## config.mk

```make
export PLATFORM = sky130hd
export DESIGN_NAME = muldiv_unit
export DESIGN_NICKNAME = d
export VERILOG_FILES = /design/src/rtl/muldiv_unit_pkg.sv /design/src/rtl/muldiv_unit_div_core.sv /design/src/rtl/muldiv_unit.sv
export SDC_FILE = /design/constraint.sdc
export NUM_CORES = 2
export LEC_CHECK = 0
export CAP_MARGIN = 10
export CORE_MARGIN = 4
export CORE_UTILIZATION = 30
export CTS_BUF_LIST = sky130_fd_sc_hd__clkbuf_4
export DETAILED_ROUTE_END_ITERATION = 8
export PLACE_DENSITY = 0.54
export RECOVER_POWER = 50
export SETUP_SLACK_MARGIN = 0.3
export SYNTH_ARGS = -nofsm -noshare
export SYNTH_HDL_FRONTEND = slang
export SYNTH_SLANG_ARGS = --single-unit
export TNS_END_PERCENT = 30
```

## constraint.sdc

```tcl
create_clock -name clk -period 9.83 [get_ports clk]
set_clock_uncertainty 0.15 [all_clocks]
set_input_delay 1.966 -clock clk [delete_from_list [all_inputs] [get_ports clk]]
set_output_delay 1.966 -clock clk [all_outputs]
set_load 0.02 [all_outputs]
```

## src/rtl/muldiv_unit_pkg.sv

```systemverilog
// Shared definitions for the M-extension multiply/divide unit: op codes,
// FSM state encodings and the RISC-V defined special-case divide results.
package muldiv_unit_pkg;

  localparam logic [4:0] OP_MUL    = 5'b10000;
  localparam logic [4:0] OP_MULH   = 5'b10001;
  localparam logic [4:0] OP_MULHSU = 5'b10010;
  localparam logic [4:0] OP_MULHU  = 5'b10011;
  localparam logic [4:0] OP_DIV    = 5'b10100;
  localparam logic [4:0] OP_DIVU   = 5'b10101;
  localparam logic [4:0] OP_REM    = 5'b10110;
  localparam logic [4:0] OP_REMU   = 5'b10111;

  localparam logic [31:0] DIV_ZERO_QUOT = 32'hFFFF_FFFF;
  localparam logic [31:0] OVF_QUOT      = 32'h8000_0000;
  localparam logic [31:0] OVF_REM       = 32'h0000_0000;
  localparam logic [31:0] SIGNED_MIN    = 32'h8000_0000;

  typedef enum logic [2:0] {
    ST_IDLE    = 3'd0,
    ST_MUL_RES = 3'd1,
    ST_DIV_RUN = 3'd2,
    ST_DIV_FIX = 3'd3
`ifdef MULDIV_ITER_MUL_EN
    ,
    ST_MUL_RUN = 3'd4
`endif
  } state_t;

  // Low two bits of a multiply op select operand signedness.
  function automatic logic mul_a_signed(input logic [1:0] sel);
    return sel != 2'b11;
  endfunction

  function automatic logic mul_b_signed(input logic [1:0] sel);
    return !sel[1];
  endfunction

endpackage

```

## src/rtl/muldiv_unit_div_core.sv

```systemverilog
// Restoring shift-subtract divider on unsigned magnitudes; one quotient bit
// per clock, 'last' is high during the final iteration cycle.
module muldiv_unit_div_core #(
  parameter int XLEN  = 32,
  parameter int ITERS = 32
) (
  input  logic            clk,
  input  logic            rst,
  input  logic            start,
  input  logic            abort,
  input  logic [XLEN-1:0] dividend,
  input  logic [XLEN-1:0] divisor,
  output logic            last,
  output logic [XLEN-1:0] quotient,
  output logic [XLEN-1:0] remainder
);

  localparam int CW = $clog2(ITERS);

  logic [CW-1:0]   count;
  logic            running;
  logic [XLEN-1:0] dsr;
  logic [XLEN:0]   shifted;
  logic [XLEN:0]   diff;

  always_comb begin
    shifted = {remainder, quotient[XLEN-1]};
    diff    = shifted - {1'b0, dsr};
  end

  assign last = running && (count == CW'(ITERS - 1));

  always_ff @(posedge clk) begin
    if (rst) begin
      count     <= '0;
      running   <= 1'b0;
      dsr       <= '0;
      quotient  <= '0;
      remainder <= '0;
    end else if (abort) begin
      count   <= '0;
      running <= 1'b0;
    end else if (start) begin
      quotient  <= dividend;
      remainder <= '0;
      dsr       <= divisor;
      count     <= '0;
      running   <= 1'b1;
    end else if (running) begin
      // A clear borrow bit means the trial subtraction fits: keep it.
      if (!diff[XLEN]) begin
        remainder <= diff[XLEN-1:0];
        quotient  <= {quotient[XLEN-2:0], 1'b1};
      end else begin
        remainder <= shifted[XLEN-1:0];
        quotient  <= {quotient[XLEN-2:0], 1'b0};
      end
      count <= count + 1'b1;
      if (last) begin
        running <= 1'b0;
        count   <= '0;
      end
    end
  end

endmodule

```

## src/rtl/muldiv_unit.sv

```systemverilog
// Execute-stage M-extension unit with start/busy/done handshake.
// Define MULDIV_ITER_MUL_EN for a 33-iteration shift-add multiplier.
module muldiv_unit
  import muldiv_unit_pkg::*;
#(
  parameter int XLEN      = 32,
  parameter int DIV_ITERS = 32
) (
  input  logic            clk,
  input  logic            rst,
  input  logic            start,
  input  logic            flush,
  input  logic [4:0]      alu_control,
  input  logic [XLEN-1:0] op_a,
  input  logic [XLEN-1:0] op_b,
  input  logic [4:0]      rd_in,
  output logic            busy,
  output logic            done,
  output logic [XLEN-1:0] result,
  output logic [4:0]      rd_out
);

  state_t          state;
  logic [4:0]      op_q;
  logic [XLEN-1:0] a_q;
  logic [XLEN-1:0] b_q;
  logic [4:0]      rd_q;
  logic            neg_q;
  logic            neg_r;

  logic            accept;
  logic            in_is_div;
  logic            in_div_signed;
  logic            in_fast;
  logic            div_start;
  logic [XLEN-1:0] mag_a_div;
  logic [XLEN-1:0] mag_b_div;

  logic            div_last;
  logic [XLEN-1:0] div_quot;
  logic [XLEN-1:0] div_rem;
  logic [XLEN-1:0] q_fix;
  logic [XLEN-1:0] r_fix;
  logic [XLEN-1:0] fast_res;
  logic [XLEN-1:0] mul_slice;
  logic [2*XLEN-1:0] mul_prod;

  assign busy = (state != ST_IDLE);

  assign accept        = (state == ST_IDLE) && start && alu_control[4] && !flush;
  assign in_is_div     = alu_control[2];
  assign in_div_signed = !alu_control[0];
  // Divide by zero and signed overflow skip the iterative divider entirely.
  assign in_fast       = in_is_div && ((op_b == '0) ||
                         (in_div_signed && (op_a == SIGNED_MIN) && (op_b == '1)));
  assign div_start     = accept && in_is_div && !in_fast;
  assign mag_a_div     = (in_div_signed && op_a[XLEN-1]) ? -op_a : op_a;
  assign mag_b_div     = (in_div_signed && op_b[XLEN-1]) ? -op_b : op_b;

  muldiv_unit_div_core #(
    .XLEN  (XLEN),
    .ITERS (DIV_ITERS)
  ) u_div_core (
    .clk       (clk),
    .rst       (rst),
    .start     (div_start),
    .abort     (flush),
    .dividend  (mag_a_div),
    .divisor   (mag_b_div),
    .last      (div_last),
    .quotient  (div_quot),
    .remainder (div_rem)
  );

  assign q_fix = neg_q ? -div_quot : div_quot;
  assign r_fix = neg_r ? -div_rem  : div_rem;

  always_comb begin
    if (!op_q[1]) fast_res = (b_q == '0) ? DIV_ZERO_QUOT : OVF_QUOT;
    else          fast_res = (b_q == '0) ? a_q : OVF_REM;
  end

  assign mul_slice = (op_q == OP_MUL) ? mul_prod[XLEN-1:0] : mul_prod[2*XLEN-1:XLEN];

`ifdef MULDIV_ITER_MUL_EN
  localparam int MCW = $clog2(XLEN + 1);

  logic [2*XLEN-1:0] mc;
  logic [2*XLEN-1:0] acc;
  logic [XLEN:0]     mp;
  logic [MCW-1:0]    mul_cnt;
  logic [XLEN-1:0]   mag_a_mul;
  logic [XLEN-1:0]   mag_b_mul;
  logic              in_neg_p;
  logic              sa;
  logic              sb;

  assign sa        = mul_a_signed(alu_control[1:0]) && op_a[XLEN-1];
  assign sb        = mul_b_signed(alu_control[1:0]) && op_b[XLEN-1];
  assign mag_a_mul = sa ? -op_a : op_a;
  assign mag_b_mul = sb ? -op_b : op_b;
  assign in_neg_p  = sa ^ sb;
  assign mul_prod  = neg_q ? -acc : acc;
`else
  logic [XLEN:0]     ext_a;
  logic [XLEN:0]     ext_b;
  logic [2*XLEN-1:0] wide_a;
  logic [2*XLEN-1:0] wide_b;

  assign ext_a    = {mul_a_signed(op_q[1:0]) & a_q[XLEN-1], a_q};
  assign ext_b    = {mul_b_signed(op_q[1:0]) & b_q[XLEN-1], b_q};
  assign wide_a   = {{(XLEN-1){ext_a[XLEN]}}, ext_a};
  assign wide_b   = {{(XLEN-1){ext_b[XLEN]}}, ext_b};
  assign mul_prod = wide_a * wide_b;
`endif

  always_ff @(posedge clk) begin
    if (rst) begin
      state  <= ST_IDLE;
      done   <= 1'b0;
      result <= '0;
      rd_out <= '0;
      op_q   <= '0;
      a_q    <= '0;
      b_q    <= '0;
      rd_q   <= '0;
      neg_q  <= 1'b0;
      neg_r  <= 1'b0;
`ifdef MULDIV_ITER_MUL_EN
      mc      <= '0;
      acc     <= '0;
      mp      <= '0;
      mul_cnt <= '0;
`endif
    end else begin
      done <= 1'b0;
      case (state)
        ST_IDLE: begin
          if (accept) begin
            op_q <= alu_control;
            a_q  <= op_a;
            b_q  <= op_b;
            rd_q <= rd_in;
            if (in_is_div && !in_fast) begin
              neg_q <= in_div_signed && (op_a[XLEN-1] ^ op_b[XLEN-1]);
              neg_r <= in_div_signed && op_a[XLEN-1];
              state <= ST_DIV_RUN;
            end else if (in_is_div) begin
              state <= ST_MUL_RES;
            end else begin
`ifdef MULDIV_ITER_MUL_EN
              mc      <= {{XLEN{1'b0}}, mag_a_mul};
              mp      <= {1'b0, mag_b_mul};
              acc     <= '0;
              mul_cnt <= '0;
              neg_q   <= in_neg_p;
              state   <= ST_MUL_RUN;
`else
              state <= ST_MUL_RES;
`endif
            end
          end
        end
`ifdef MULDIV_ITER_MUL_EN
        ST_MUL_RUN: begin
          if (flush) begin
            state <= ST_IDLE;
          end else begin
            if (mp[0]) acc <= acc + mc;
            mc      <= mc << 1;
            mp      <= mp >> 1;
            mul_cnt <= mul_cnt + 1'b1;
            if (mul_cnt == MCW'(XLEN)) state <= ST_MUL_RES;
          end
        end
`endif
        ST_MUL_RES: begin
          if (flush) begin
            state <= ST_IDLE;
          end else begin
            result <= op_q[2] ? fast_res : mul_slice;
            rd_out <= rd_q;
            done   <= 1'b1;
            state  <= ST_IDLE;
          end
        end
        ST_DIV_RUN: begin
          if (flush)         state <= ST_IDLE;
          else if (div_last) state <= ST_DIV_FIX;
        end
        ST_DIV_FIX: begin
          if (flush) begin
            state <= ST_IDLE;
          end else begin
            result <= op_q[1] ? r_fix : q_fix;
            rd_out <= rd_q;
            done   <= 1'b1;
            state  <= ST_IDLE;
          end
        end
        default: state <= ST_IDLE;
      endcase
    end
  end

endmodule

```

# After elaboration in Yosys (flattened, before gate mapping)
# Index checks and enable logic that the tools add are counted.
# word_totals
register_bits	219
input_bits	78
output_inout_bits	39
wordCells	103
# op_classes
n_addsub	6
n_mul	1
n_eq_ne	12
n_mux	29
n_bitwise	5
n_reduce_logical	35
# op_table
cell	count
$mux 32	16
$neg 32->32	4
$eq 32x32->1 const B	2
$logic_not 32->1	2
$mul 33x33->64	1
$pmux 32 s2	1
$sub 33x32->33	1
$mux 31	1
$logic_and 1x1->1	13
$eq 5x5->1 const B	2
$reduce_and 2->1	5
$mux 3	3
$ne 2x2->1 const B	4
$eq 3x2->1 const B	2
$pmux 3 s2	1
$reduce_and 3->1	2
$reduce_or 2->1	3
$add 5x1->5 const B	1
$mux 1	5
$mux 5	1
$logic_not 1->1	4
$reduce_bool 2->1	2
$eq 3x1->1 const B	1
$logic_not 3->1	1
8 further kinds	10

# Longest topological paths before layout
# depth
word_depth	10
ltp_mapped	30
ltp_nobuf	27

# Hierarchy
# A second synthesis with hierarchy kept.
# hier_totals
hier_cells	6107
area_unflattened_um2	51943.6
# by_module_without_submodules
module	n_inst	cells_each	area_per_inst_um2	seq_area_each_um2
muldiv_unit	1	5354	46025.4	2322.2
muldiv_unit_div_core	1	753	5918.2	2042.0

# Least setup slack after synthesis
# Ideal clock, no wire load.
# synth_timing
kind	register -> register
start	reg a_q[31]
end	reg result[31]
setup_ns	0.134
arrival_ns	8.346
required_time_ns	9.546
setup_slack_ns	1.201
path_stages_with_launch	29
path_buffers	3
period_less_slack_ns	8.629
path_cell_list	dfxtp_1 > clkbuf_1 > a21boi_0 > clkbuf_1 > clkbuf_1 > nand2_1 > fa_1 > fa_1 > inv_1 > fa_1 > inv_1 > fa_1 > inv_1 > fa_1 > fa_1 > inv_1 > fa_1 > fa_1 > inv_1 > ha_1 > a21o_1 > a21o_1 > a21o_1 > a21o_1 > a21o_1 > a21o_1 > a221oi_1 > mux2i_1 > a21oi_1
# synth_via
elab_chain_cells	6
elab_cells_between_ends	8
cone_classes	mul (1); mux (6); bitwise (1)
# synth_lines
item	line_no	text
start: declaration	muldiv_unit.sv:25	logic [XLEN-1:0] a_q;
start signal: assignment	muldiv_unit.sv:141	a_q <= op_a;
$and 1x1->1	muldiv_unit.sv:110	assign ext_a = {mul_a_signed(op_q[1:0]) & a_q[XLEN-1], a_q};
$mul 33x33->64	muldiv_unit.sv:114	assign mul_prod = wide_a * wide_b;
$mux 32	muldiv_unit.sv:83	assign mul_slice = (op_q == OP_MUL) ? mul_prod[XLEN-1:0] : mul_prod[2*XLEN-1:XLEN];
$mux 32 *	muldiv_unit.sv:181	result <= op_q[2] ? fast_res : mul_slice;
$mux 32 *	muldiv_unit.sv:178	if (flush) begin
$pmux 32 s2 *	muldiv_unit.sv:137	case (state)
end signal: assignment	muldiv_unit.sv:181	
end signal: assignment	muldiv_unit.sv:195	result <= op_q[1] ? r_fix : q_fix;
end: declaration	muldiv_unit.sv:19	output logic [XLEN-1:0] result,
# Every way passes the cells marked *; elsewhere a longest branch is shown, timed or not. The select of a mux whose other input is x is not followed.
# A chain may end at the register's enable or synchronous reset.

# Final worst setup path
# layout_timing
start	reg b_q[10]
end	reg result[22]
# layout_via
elab_chain_cells	6
elab_cells_between_ends	9
cone_classes	mul (1); mux (7); reduce/logical (1)
# layout_lines
item	line_no	text
start: declaration	muldiv_unit.sv:26	logic [XLEN-1:0] b_q;
start signal: assignment	muldiv_unit.sv:142	b_q <= op_b;
branches (longest 3 deep; another with $mul 33x33->64)	n/a	
$mux 32 *	muldiv_unit.sv:181	
$mux 32 *	muldiv_unit.sv:178	
$pmux 32 s2 *	muldiv_unit.sv:137	
# Every way passes the cells marked *. The select of a mux whose other input is x is not followed.

==> metrics.md <==
| Metric | Value |
|---|---|
| Slew @ Worst Pin | 4261 ps |
| Total Wirelength | 171000 um |
| Tcrit/Tclk final | 0.9322 |
| Flops & latches, synth | 218 |
| Worst Path Arrival | 9710 ps |
| Synth Flop Type | dfxtp_1 |
| Sink Count | 218 |
| Startpoint type of the worst setup path | register |
| Fin cells | 8365 |
| Syn nets | 7536 |
| Max-Cap Viols | 4 |
| Nets | 7454 |
| CP Class | register to register |
| Lkg Pwr | 26.07 nW |
| Antenna viol nets, final | 0 |
| PortBufs | 116 |
| Vias in the first global route | 44.23k |
| Global placement routability congestion | 0.9032 |
| Worst Path Required | 10380 ps |
| Avg WL per Cell | 20.44 um |
| Root Driver | clkbuf_4 |
| Final hold violations | 0 |
| Worst-path clk slew | 70 ps |
| Area growth syn-to-layout | 8.578% |
| Yosys cell types | 79 |
| Placed wire-length estimate | 139300 um |
| Cells after synthesis | 6081 |
| Filler instances | 18.04k |
| Routed vias/inst | 4.961 |
| IO Pins | 117 |
| Min Tclk post-route | 9163 ps |
| RSZ-0062 raised after global routing | false |
| Fmax | 109.1 MHz |
| Final slew viol count | 216 |
| Grt total ovfl | 0 |
| Via count | 41.50k |
| Total GRT Usage | 0.1917 |
| Layout cells sized above 1 | 0.04411 |
| Slew HR | -1.841 |
| Die Width | 423.9 um |
| Yosys warning total | 0 |
| Starting density of the core | 0.3021 |
| Critical path peak fanout | 20 |
| Synthesized cell area | 51880 um2 |
| Cts bufs inserted | 68 |
| Failing checks | capacitance limit, slew limit |
| DIE AREA | 179700 um2 |
| Worst-skew pair later-pin latency | 810 ps |
| Final hold slack | 299.7 ps |
| Core area | 171700 um2 |
| Post-synth EDFFs | 0 |
| Multi-input logic area | 41690 um2 |
| CTS Buffer Depth | 3 |
| Count of final setup violators | 0 |
| Worst Hold Class | register to register |
| Initial antenna violation count | 6 |
| First-pass GRT wire length | 268000 um |
| Setup TNS | 0 ps |
| Pwr dens | 50.35 nW/um2 |
| Async SR Flop Fraction | 0 |
| Post-Syn Area per Cell | 8.532 um2 |
| Iteration-0 DRC Markers | 3132 |
| CTS tree | done |
| Status | finished, violations left |
| Pre-antenna DRT Iters | 6 |
| Largest net degree at the start of global routing | 115 |
| H-tree depth | 3 |
| CTS Hold Bufs | 0 |
| # DRC | 0 |
| Seq/Total Area, Yosys | 0.08411 |
| R2r setup slk | 670 ps |
| CP endpoint kind | register |
| Placed cell count | 8238 |
| VDD IR max | 0.00005687 V |
| # rows | 152 |
| Die height | 423.9 um |
| Register area | 4369 um2 |
==> cell type report <==
cell class | instances | area share
diodes | 2 | 0.00008884
clock buffers | 95 | 0.01266
clock inverters | 29 | 0.002532
well taps | 2310 | 0.05130
inverters | 1156 | 0.07702
flip-flops and latches | 218 | 0.07756
repair buffers | 244 | 0.03880
multi-input cells | 4311 | 0.7400
==> metrics by stage <==
step / total power (W) / utilization / worst slack, ps / instance area [um2]
after global routing: 0.002995 / 0.3280 / 304.9 / 56330
after CTS: 0.002846 / 0.3281 / 664.1 / 56340
after detailed placement: 0.001905 / 0.3231 / 729.5 / 55480
after global placement: 0.001900 / 0.3229 / 660.2 / 55460
after floorplan: 0.001538 / - / 1201 / 51880
final: 0.002837 / 0.3280 / 666.6 / 56340
==> worst max-delay path, stage by stage, from the launching register on <==
cell and delay, ps:
dfxtp_1 1010, buf_4 440, and2_1 200, fa_1 440, fa_1 550, inv_1 60
fa_1 560, fa_1 460, fa_1 590, inv_1 60, fa_1 480, fa_1 510
inv_1 50, fa_1 520, inv_1 50, ha_1 390, nand4_1 230, nor4b_1 340
nor4bb_1 350, buf_4 200, o2111ai_1 190, a211o_1 360, and4_1 200, or3_1 370
a31oi_1 210
==> routing by layer <==
layer  track usage  routed length [um]
met5             0                  24
met4       0.06358                6543
met3       0.02003                8883
met2        0.3275               83280
met1        0.2538               72240
==> placed cells by master (no fill, tap or decap), types with 9 or more instances in the layout <==
| master | netlist | routed |
|---|---|---|
| a211oi_1 | 55 | 55 |
| and2_1 | 367 | 367 |
| a221oi_1 | 9 | 9 |
| or2_2 | 19 | 19 |
| ha_1 | 251 | 251 |
| o21bai_1 | 17 | 17 |
| dfxtp_1 | 218 | 214 |
| dlygate4sd3_1 | 0 | 41 |
| nor3_1 | 37 | 36 |
| nand2b_1 | 21 | 21 |
| mux2i_1 | 33 | 33 |
| clkbuf_4 | 0 | 95 |
| nor2b_1 | 19 | 18 |
| fa_1 | 1126 | 1126 |
| inv_1 | 1156 | 1156 |
| o41ai_1 | 16 | 16 |
| nand3_1 | 34 | 33 |
| xnor2_1 | 118 | 118 |
| nand2_1 | 1056 | 1056 |
| a21oi_1 | 252 | 252 |
| o211ai_1 | 23 | 23 |
| o31ai_1 | 39 | 39 |
| or3_1 | 34 | 33 |
| buf_4 | 3 | 119 |
| or4_1 | 17 | 17 |
| nor2_1 | 194 | 192 |
| and3_1 | 21 | 21 |
| nand4_1 | 34 | 34 |
| o21ai_0 | 160 | 160 |
| a311oi_1 | 44 | 44 |
| nor4_1 | 25 | 26 |
| o21a_1 | 18 | 18 |
| clkinv_1 | 0 | 21 |
| a21o_1 | 46 | 46 |
| clkdlybuf4s50_1 | 0 | 74 |
| xor2_1 | 89 | 89 |
| a31oi_1 | 20 | 20 |
==> worst paths after layout <==
check                                          start                      end  cells past startpoint
worst min-delay path            rd_q[4]$_SDFFE_PP0P_   rd_out[4]$_SDFFE_PP0P_                      2
worst min register to register  rd_q[4]$_SDFFE_PP0P_   rd_out[4]$_SDFFE_PP0P_                      2
worst max-delay path            b_q[10]$_SDFFE_PP0P_  result[22]$_SDFFE_PP0P_                     24
worst max register to register  b_q[10]$_SDFFE_PP0P_  result[22]$_SDFFE_PP0P_                     24
==> Yosys cell counts (all sizes together) (18+ instances only) <==
library cell / n / area, um2
a211oi: 55 / 412.9
a21o: 46 / 345.3
a21oi: 252 / 1261
a311oi: 44 / 385.4
a31oi: 20 / 125.1
and2: 368 / 2302
and3: 21 / 131.4
clkbuf: 379 / 1424
dfxtp: 218 / 4364
fa: 1126 / 22540
ha: 251 / 3141
inv: 1156 / 4339
mux2i: 33 / 330.3
nand2: 1056 / 3964
nand2b: 21 / 131.4
nand3: 34 / 170.2
nand4: 34 / 212.7
nor2: 195 / 734.5
nor2b: 19 / 118.9
nor3: 37 / 185.2
nor4: 27 / 181.4
o211ai: 23 / 172.7
o21a: 18 / 135.1
o21ai: 161 / 805.8
o31ai: 39 / 292.8
or2: 20 / 125.1
or3: 34 / 212.7
xnor2: 118 / 1033
xor2: 89 / 779.5
==> registers in the layout (all words and copies together), names as in the netlist <==
| register | flops |
|---|---|
| state | 2 |
| rd_q | 5 |
| done | 1 |
| u_div_core.dsr | 32 |
| u_div_core.count | 5 |
| neg_q | 1 |
| result | 32 |
| neg_r | 1 |
| u_div_core.remainder | 32 |
| b_q | 32 |
| op_q | 5 |
| u_div_core.quotient | 32 |
| a_q | 32 |
| u_div_core.running | 1 |
| rd_out | 5 |
==> where the power goes <==
| part | internal, W | switching [W] | leakage, nW | total, W |
|---|---|---|---|---|
| sequential | 0.000905 | 0.0000688 | 1.77 | 0.000974 |
| combinational | 0.000332 | 0.000592 | 23.8 | 0.000924 |
| clock | 0.000456 | 0.000483 | 0.496 | 0.000939 |
| total | 0.00169 | 0.00114 | 26.1 | 0.00284 |
==> timing repair <==
action | CTS | global route
buffers inserted | 0 | 0
gates resized for setup | 0 | 1
endpoints found under the setup margin | 0 | 1
==> cell families after synthesis <==
group,synth area share
xor+xnor,0.03494
flops,0.08411
fa+ha+maj,0.4950
mux,0.006366
simple gates,0.1711
compound gates,0.09576
buf+inv,0.1128
Power figures use the tool's default switching activity.
